<file path="src/rtl/psu_seq_core.sv">
// N-rail power-supply sequencer: ascending power-up with per-rail delays and power-good waits,
// reverse-order power-down, and latched PG-timeout / PG-loss faults that drop every rail at once.
module psu_seq_core #(
   parameter int N_RAILS    = 4,
   parameter int DLY_W      = 8,
   parameter int DLY_RST    = 16,
   parameter int PG_TIMEOUT = 200
) (
   input  logic               clk,
   input  logic               rst_n,
   input  logic               ena,
   input  logic               start,
   input  logic               stop,
   input  logic               fault_clr,
   input  logic [N_RAILS-1:0] pg,
   input  logic               cfg_we,
   input  logic [2:0]         cfg_addr,
   input  logic [DLY_W-1:0]   cfg_data,
   output logic [N_RAILS-1:0] rail_en,
   output logic               pwr_ok,
   output logic               busy,
   output logic               fault,
   output logic [2:0]         fault_rail,
   output logic [1:0]         fault_code
);

   typedef enum logic [2:0] {IDLE, UP_DLY, UP_PG, ON, DN_DLY, FAULT} state_t;

   localparam int             TW        = (PG_TIMEOUT > 1) ? $clog2(PG_TIMEOUT) : 1;
   localparam logic [2:0]     LAST      = 3'(N_RAILS - 1);
   localparam logic [TW-1:0]  T_LAST    = TW'(PG_TIMEOUT - 1);
   localparam logic [1:0]     CODE_NONE = 2'd0;
   localparam logic [1:0]     CODE_TMO  = 2'd1;
   localparam logic [1:0]     CODE_LOSS = 2'd2;

   state_t                          state, state_nxt;
   logic [2:0]                      idx, idx_nxt;
   logic [DLY_W-1:0]                cnt, cnt_nxt;
   logic [TW-1:0]                   tcnt, tcnt_nxt;
   logic [N_RAILS-1:0]              rail_en_nxt;
   logic [2:0]                      frail_nxt;
   logic [1:0]                      code_nxt;
   logic [N_RAILS-1:0][DLY_W-1:0]   dly;

   logic [N_RAILS-1:0] idx_oh;
   logic [N_RAILS-1:0] loss_vec;
   logic [2:0]         loss_rail;
   logic               pg_idx;
   logic               mon;

   function automatic logic [DLY_W-1:0] dly_at(input logic [N_RAILS-1:0][DLY_W-1:0] tbl,
                                               input logic [2:0] k);
      logic [DLY_W-1:0] r;
      r = '0;
      for (int i = 0; i < N_RAILS; i++)
         if (k == 3'(i)) r = tbl[i];
      return r;
   endfunction

   assign idx_oh = N_RAILS'(1) << idx;
   assign pg_idx = |(pg & idx_oh);
   assign mon    = (state == UP_DLY) || (state == UP_PG) || (state == ON);
   // The rail still waiting for its first power-good is not a loss candidate.
   assign loss_vec = rail_en & ~pg & ((state == UP_PG) ? ~idx_oh : {N_RAILS{1'b1}});

   always_comb begin
      loss_rail = '0;
      for (int j = N_RAILS - 1; j >= 0; j--)
         if (loss_vec[j]) loss_rail = 3'(j);
   end

   // Delay registers: writable only while idle, out-of-range addresses fall through.
   // NOTE: this is a handful of flops, not a RAM, so it takes the reset value like any other state.
   always_ff @(posedge clk) begin
      if (!rst_n) begin
         for (int i = 0; i < N_RAILS; i++) dly[i] <= DLY_W'(DLY_RST);
      end else if (cfg_we && state == IDLE) begin
         for (int i = 0; i < N_RAILS; i++)
            if (cfg_addr == 3'(i)) dly[i] <= cfg_data;
      end
   end

   // NOTE: sequential state uses non-blocking assignments so every flop samples pre-edge values.
   always_ff @(posedge clk) begin
      if (!rst_n) begin
         state      <= IDLE;
         idx        <= '0;
         cnt        <= '0;
         tcnt       <= '0;
         rail_en    <= '0;
         fault_rail <= '0;
         fault_code <= CODE_NONE;
      end else begin
         state      <= state_nxt;
         idx        <= idx_nxt;
         cnt        <= cnt_nxt;
         tcnt       <= tcnt_nxt;
         rail_en    <= rail_en_nxt;
         fault_rail <= frail_nxt;
         fault_code <= code_nxt;
      end
   end

   // NOTE: every variable gets a hold default up front so no branch can infer a latch.
   always_comb begin
      state_nxt   = state;
      idx_nxt     = idx;
      cnt_nxt     = cnt;
      tcnt_nxt    = tcnt;
      rail_en_nxt = rail_en;
      frail_nxt   = fault_rail;
      code_nxt    = fault_code;
      if (mon && |loss_vec) begin
         state_nxt   = FAULT;
         rail_en_nxt = '0;
         code_nxt    = CODE_LOSS;
         frail_nxt   = loss_rail;
      end else if (state == UP_PG && !pg_idx && tcnt == T_LAST) begin
         state_nxt   = FAULT;
         rail_en_nxt = '0;
         code_nxt    = CODE_TMO;
         frail_nxt   = idx;
      end else begin
         case (state)
            IDLE: if (start && ena && !stop) begin
               state_nxt = UP_DLY;
               idx_nxt   = '0;
               cnt_nxt   = dly_at(dly, 3'd0);
            end
            UP_DLY: if (stop) begin
               if (idx == 3'd0) state_nxt = IDLE;
               else begin
                  state_nxt = DN_DLY;
                  idx_nxt   = idx - 3'd1;
                  cnt_nxt   = dly_at(dly, idx - 3'd1);
               end
            end else if (cnt != '0) cnt_nxt = cnt - 1'b1;
            else begin
               rail_en_nxt = rail_en | idx_oh;
               tcnt_nxt    = '0;
               state_nxt   = UP_PG;
            end
            UP_PG: if (stop) begin
               state_nxt = DN_DLY;
               cnt_nxt   = dly_at(dly, idx);
            end else if (pg_idx) begin
               if (idx == LAST) state_nxt = ON;
               else begin
                  state_nxt = UP_DLY;
                  idx_nxt   = idx + 3'd1;
                  cnt_nxt   = dly_at(dly, idx + 3'd1);
               end
            end else tcnt_nxt = tcnt + 1'b1;
            ON: if (stop) begin
               state_nxt = DN_DLY;
               idx_nxt   = LAST;
               cnt_nxt   = dly_at(dly, LAST);
            end
            DN_DLY: if (cnt != '0) cnt_nxt = cnt - 1'b1;
            else begin
               rail_en_nxt = rail_en & ~idx_oh;
               if (idx == 3'd0) state_nxt = IDLE;
               else begin
                  idx_nxt = idx - 3'd1;
                  cnt_nxt = dly_at(dly, idx - 3'd1);
               end
            end
            FAULT: if (fault_clr) begin
               state_nxt = IDLE;
               code_nxt  = CODE_NONE;
            end
            default: state_nxt = IDLE;
         endcase
      end
   end

   always_comb begin
      pwr_ok = (state == ON);
      busy   = (state == UP_DLY) || (state == UP_PG) || (state == DN_DLY);
      fault  = (state == FAULT);
   end

endmodule

</file>
<file path="config.mk">
export PLATFORM = sky130hd
export DESIGN_NAME = psu_seq_core
export DESIGN_NICKNAME = d
export VERILOG_FILES = /design/src/rtl/psu_seq_core.sv
export SDC_FILE = /design/constraint.sdc
export NUM_CORES = 1
export LEC_CHECK = 0
export CORE_MARGIN = 3
export CORE_UTILIZATION = 58
export DETAILED_ROUTE_END_ITERATION = 10
export GPL_TIMING_DRIVEN = 0
export MAX_ROUTING_LAYER = met4
export PLACE_DENSITY = 0.8
export SYNTH_ARGS = -nofsm -noshare
export SYNTH_HDL_FRONTEND = slang
export SYNTH_SLANG_ARGS = --single-unit
</file>
<file path="constraint.sdc">
create_clock -name clk -period 3.9 [get_ports clk]
set_input_delay 0.39 -clock clk [delete_from_list [all_inputs] [get_ports clk]]
set_output_delay 0.39 -clock clk [all_outputs]
set_load 0.005 [all_outputs]
</file>
======== Yosys cells after proc, flatten, opt, wreduce, memory -nomap -nowiden ========
Cells that the tools add are included.
word-level totals
  logic and storage cells ................. 175
  bits in registers ....................... 63
  memory bits (read-only) ................. 0
  memories kept ........................... 0
  latch bits .............................. 0
  output and inout bits ................... 12
  bits of input ports ..................... 22
  bits in writable memories ............... 0
cells by class
  muxes and demuxes ....................... 65
  reductions and logical operators ........ 41
  order comparisons ....................... 0
  eq/ne operators ......................... 41
  add/subtract/negate cells ............... 4
  bitwise operators ....................... 10
  shifts and indexed selects .............. 1
  divide/modulo/power cells ............... 0
  $mul .................................... 0
operators with widths
  operator             number
  $mux 8               25
  $mux 3               25
  $pmux 8 s5           1
  $eq 3x2->1 const B   10
  $ne 2x2->1 const B   11
  $reduce_and 7->1     3
  $pmux 3 s6           1
  $and 4x4->4          4
  $mux 4               4
  $pmux 8 s2           1
  $eq 3x1->1 const B   5
  $logic_not 3->1      5
  $pmux 3 s5           1
  $mux 2               6
  $ne 3x3->1 const B   4
  $reduce_and 2->1     6
  $reduce_and 10->1    1
  $reduce_bool 2->1    5
  $add 8x1->8 const B  1
  $eq 8x8->1 const B   1
  $ne 4x2->1 const B   2
  $ne 4x4->1 const B   2
  $not 4->4            2
  $pmux 4 s2           1
  other kinds (22)     35

======== Depth between registers and ports, before layout ========
Gate-level depths: netlist (run 1).
  word-level depth ........................ 10
  mapped depth ............................ 12
  depth with buffers taken out ............ 8

======== Worst setup path before layout (run 1) ========
No wires, ideal clock.
  path type ............................... flip-flop to flip-flop
  start point ............................. register idx[0]
  end point ............................... register cnt[0]
  data required time ...................... 3812 ps
  path slack .............................. 1318 ps
  arrival ................................. 2494 ps
  library setup time ...................... 88 ps
  stages on the path, launching flop included .. 12
  clock period less this slack ............ 2582 ps
  path buffers ............................ 3
  cell sequence ........................... dfxtp_1 ha_1 ha_1 clkbuf_1 nand2_1 o221ai_1 or4_1 buf_2 nand4_4 or3_1 buf_6 o32ai_2
on the way
  word-level cells in the longest chain between the ends .. 10
  elaborated cells on any way between the ends .. 49
  classes of those cells .................. add/sub (2); eq/ne (11); shift (1); mux (20); bitwise (5); reduce/logical (10)
RTL lines
  what                    RTL line  RTL
  from (decl)             37        logic [2:0] idx, idx_nxt;
  from (signal assigned)  95        idx <= idx_nxt;
  $add 3x1->3             151       cnt_nxt = dly_at(dly, idx + 3'd1);
  $logic_not 3->1         56        if (k == 3'(i)) r = tbl[i];
  $mux 8 (4 in a row)     56
  $mux 8                  147       if (idx == LAST) state_nxt = ON;
  $mux 8                  146       end else if (pg_idx) begin
  $mux 8                  143       UP_PG: if (stop) begin
  $pmux 8 s5              124       case (state)
  to (signal assigned)    96        cnt <= cnt_nxt;
  to (decl)               38        logic [DLY_W-1:0] cnt, cnt_nxt;
Several ways; a longest one is shown, not always the timed one. The select of a mux whose other input is x is not followed.
A chain may end at the register's enable or synchronous reset.

======== Worst setup path after layout (run 1) ========
  start point ............................. register idx[0]
  end point ............................... register cnt[4]
Same word-level chain as after synthesis.

==> results of run 1 <==
-- worst paths after layout --
check / from / end
worst max-delay path: idx[0] / cnt[4]
worst min-delay path: fault_rail[2] / fault_rail[2]
worst max register to register: idx[0] / cnt[4]
worst min register to register: fault_rail[2] / fault_rail[2]
-- layout by cell type, fill, tap and decap left out, types with 4 or more instances in the layout --
cell type / synthesis / layout
nand2b_1: 17 / 17
a221o_1: 11 / 11
a2111oi_0: 6 / 6
a31oi_1: 7 / 7
mux2i_1: 33 / 33
nor3_1: 8 / 8
nand3_1: 21 / 21
ha_1: 10 / 10
o22ai_1: 6 / 6
nor2_1: 34 / 34
nand4_1: 6 / 6
o211ai_1: 10 / 10
dfxtp_1: 63 / 63
clkbuf_1: 23 / 23
nand2_1: 52 / 52
xnor2_1: 4 / 4
and3_1: 7 / 7
o32ai_2: 7 / 7
inv_1: 20 / 20
a21oi_1: 37 / 37
clkdlybuf4s50_1: 0 / 32
nand3b_1: 4 / 4
clkbuf_8: 0 / 9
a211o_1: 6 / 6
buf_1: 4 / 4
nor2b_1: 37 / 37
buf_2: 6 / 6
o221a_2: 5 / 5
o21ai_0: 31 / 31
-- flip-flops by register name (all words and copies together), names as in the netlist, named ones only --
register    count
fault_rail      3
state           3
cnt             8
tcnt            8
idx             3
fault_code      2
dly            32
-- worst register-to-register path: stages (launching register included) --
cell,delay (ps)
dfxtp_1,450
ha_1,370
ha_1,210
clkbuf_1,440
nand2_1,130
o221ai_1,170
or4_1,170
buf_2,200
nand3_1,370
o31ai_4,600
o32ai_2,160
-- per-stage QoR --
stage,power (uW),setup WS (ps),util,instances
finish,3159,529.6,0.6980,701
global route,3356,371.8,0.6980,701
CTS,3107,604.1,0.6980,701
detailed placement,2446,617.5,0.6675,685
global placement,2440,628.1,0.6675,685
floorplan,2005,1318,-,554
-- logic make-up after synthesis --
family,share of synthesized area
simple gates,0.2641
compound gates,0.2866
flops,0.2802
buf+inv,0.05504
mux,0.07840
fa+ha+maj,0.02780
xor+xnor,0.007783
-- where the power goes --
group | internal [uW] | switching [uW] | leakage [uW] | total (uW)
sequential | 703 | 75.0 | 0.000510 | 778
clock | 366 | 285 | 0.000110 | 651
combinational | 630 | 1100 | 0.00117 | 1730
total | 1700 | 1460 | 0.00179 | 3160
-- layout make-up --
class                           count  area, sq um
Buffer                             37        172.7
Clock buffer                        9        123.9
Clock inverter                      7        102.6
Fill cell                         594         2237
Inverter                           20        75.07
Multi-Input combinational cell    434         2992
Sequential cell                    63         1261
Tap cell                           99        123.9
Timing Repair Buffer               32        320.3
-- metal layers --
metal / up-vias / routed length (microns)
met3: 29 / 1351
met1: 2123 / 6081
met2: 289 / 6131
met4: 0 / 184
li1: 2154 / -
met5: - / 0
==> metrics.txt, run 1 <==
fin area=5171 sq um; met2 Resource Use GR=0.5062; final antenna-violating net count=0; pin count of the biggest net entering global routing=14; area grow syn2layout=14.90%; Leakage=0.001789 uW; vias in the first global route=4281; final hold vios=0; Remaining DRCs=0; max-slew violation count=0; CTS H-tree depth=3; Placement Cell Area=4945 sq um; clock-pin slew on the worst setup and hold paths=80 ps; Synth Flop Type=dfxtp_1; die height=94.09 microns; met1 global-route usage=0.4517; min cycle time layout=3370 ps; busiest grt layer=met2; Post-Synthesis Cell Area=4501 sq um; Mapped Nets=586; setup TNS=0 ps; # Post-CTS Setup Buffers=0; worst slew pin tran=917.6 ps; CTS Buf Count=9; Hold Buf Count CTS=0; most frequent cell after synthesis=dfxtp_1; critical path capture point type=flop; Root Driver=clkbuf_8; CTS tree=done; Hold Worst Slack=463.5 ps; GR Util met3=0.06250; IO Pins=34; Clock Skew=11.15 ps; Buf/Inv on CP=2; Post-Route WL=13750 microns; GRT Util Overall=0.3305; Clk Latency, worst-skew pair=340 ps; Worst path max stage delay=590 ps; Die W=94.09 microns; Peak Freq=296.7 MHz; via count=4595; per-cell routed wire length=19.61 microns; Critical Path RT=4110 ps; Post-synth EDFFs=0; largest area contributor in the netlist=dfxtp_1; sequential share of the synthesized area=0.2802; FP Rows=31; critical path type=reg -> reg; most instantiated cells after synthesis=dfxtp_1, nand2_1, a21oi_1, nor2b_1, nor2_1; Max-slew headroom=0.3849; CP max-delay cell=o31ai_4; area fraction of the dominant cell type after synthesis=0.2802; Antenna Cells=0; max cap viols=0; Final #Nets=629; Yosys Warn Count=0; share of cells above drive strength 1=0.09302; CP top delay family=compound AO/OA/AOI/OAI gates; ys async rst share=0; Netlist cell types=72; Tightest Hold Check Type=reg -> reg; RSZ-0062 raised after global routing=false; hold path depth=2; die area=8853 sq um; Final Cycle Share=0.8642; Yosys reg bits=63; crit path DAT=3580 ps; DRT iter0 DRCs=612; status=complete, no violations; CP most frequent cell=ha_1; total congestion overflow=0; setup violators final=0; initial antenna violation count=0; Crit. path cell count=10; core outline area=7408 sq um; Synth Instances=554; routability cong.=1.009; Initial Utilization=0.6075; worst r2r path cells=10; CTS sink cnt=63; startpoint types=flop; Avg Vias per Cell=6.555; first-pass GRT wire length=22320 microns; CP cell instances=ha_1 -> ha_1 -> clkbuf_1 -> nand2_1 -> o221ai_1 -> or4_1 -> buf_2 -> nand3_1 -> o31ai_4 -> o32ai_2; port bufs=32; Syn Area/Cell=8.124 sq um; pwr dens=610.9 nW/um^2; Critical Path Fanout Max=10; R2R setup slack=530 ps; Area contributors post-synth=dfxtp_1, mux2i_1, nor2b_1; Post-CTS Resized=0; Worst VDD drop=0.3437 mV; CTS max path bufs=2; drt first pass iters=7; DPL Wire Length=10410 microns
(Power assumes the default switching activity.)
==> inputs of run 2 (changes only) <==
--- a/config.mk
+++ b/config.mk
@@ -11,6 +11,8 @@
 export GPL_TIMING_DRIVEN = 0
 export MAX_ROUTING_LAYER = met4
 export PLACE_DENSITY = 0.8
+export SKIP_CTS_REPAIR_TIMING = 1
+export SLEW_MARGIN = 10
 export SYNTH_ARGS = -nofsm -noshare
 export SYNTH_HDL_FRONTEND = slang
 export SYNTH_SLANG_ARGS = --single-unit
==> results of run 2 <==
No change in the layout: final DEF, timing and power equal those of run 1.
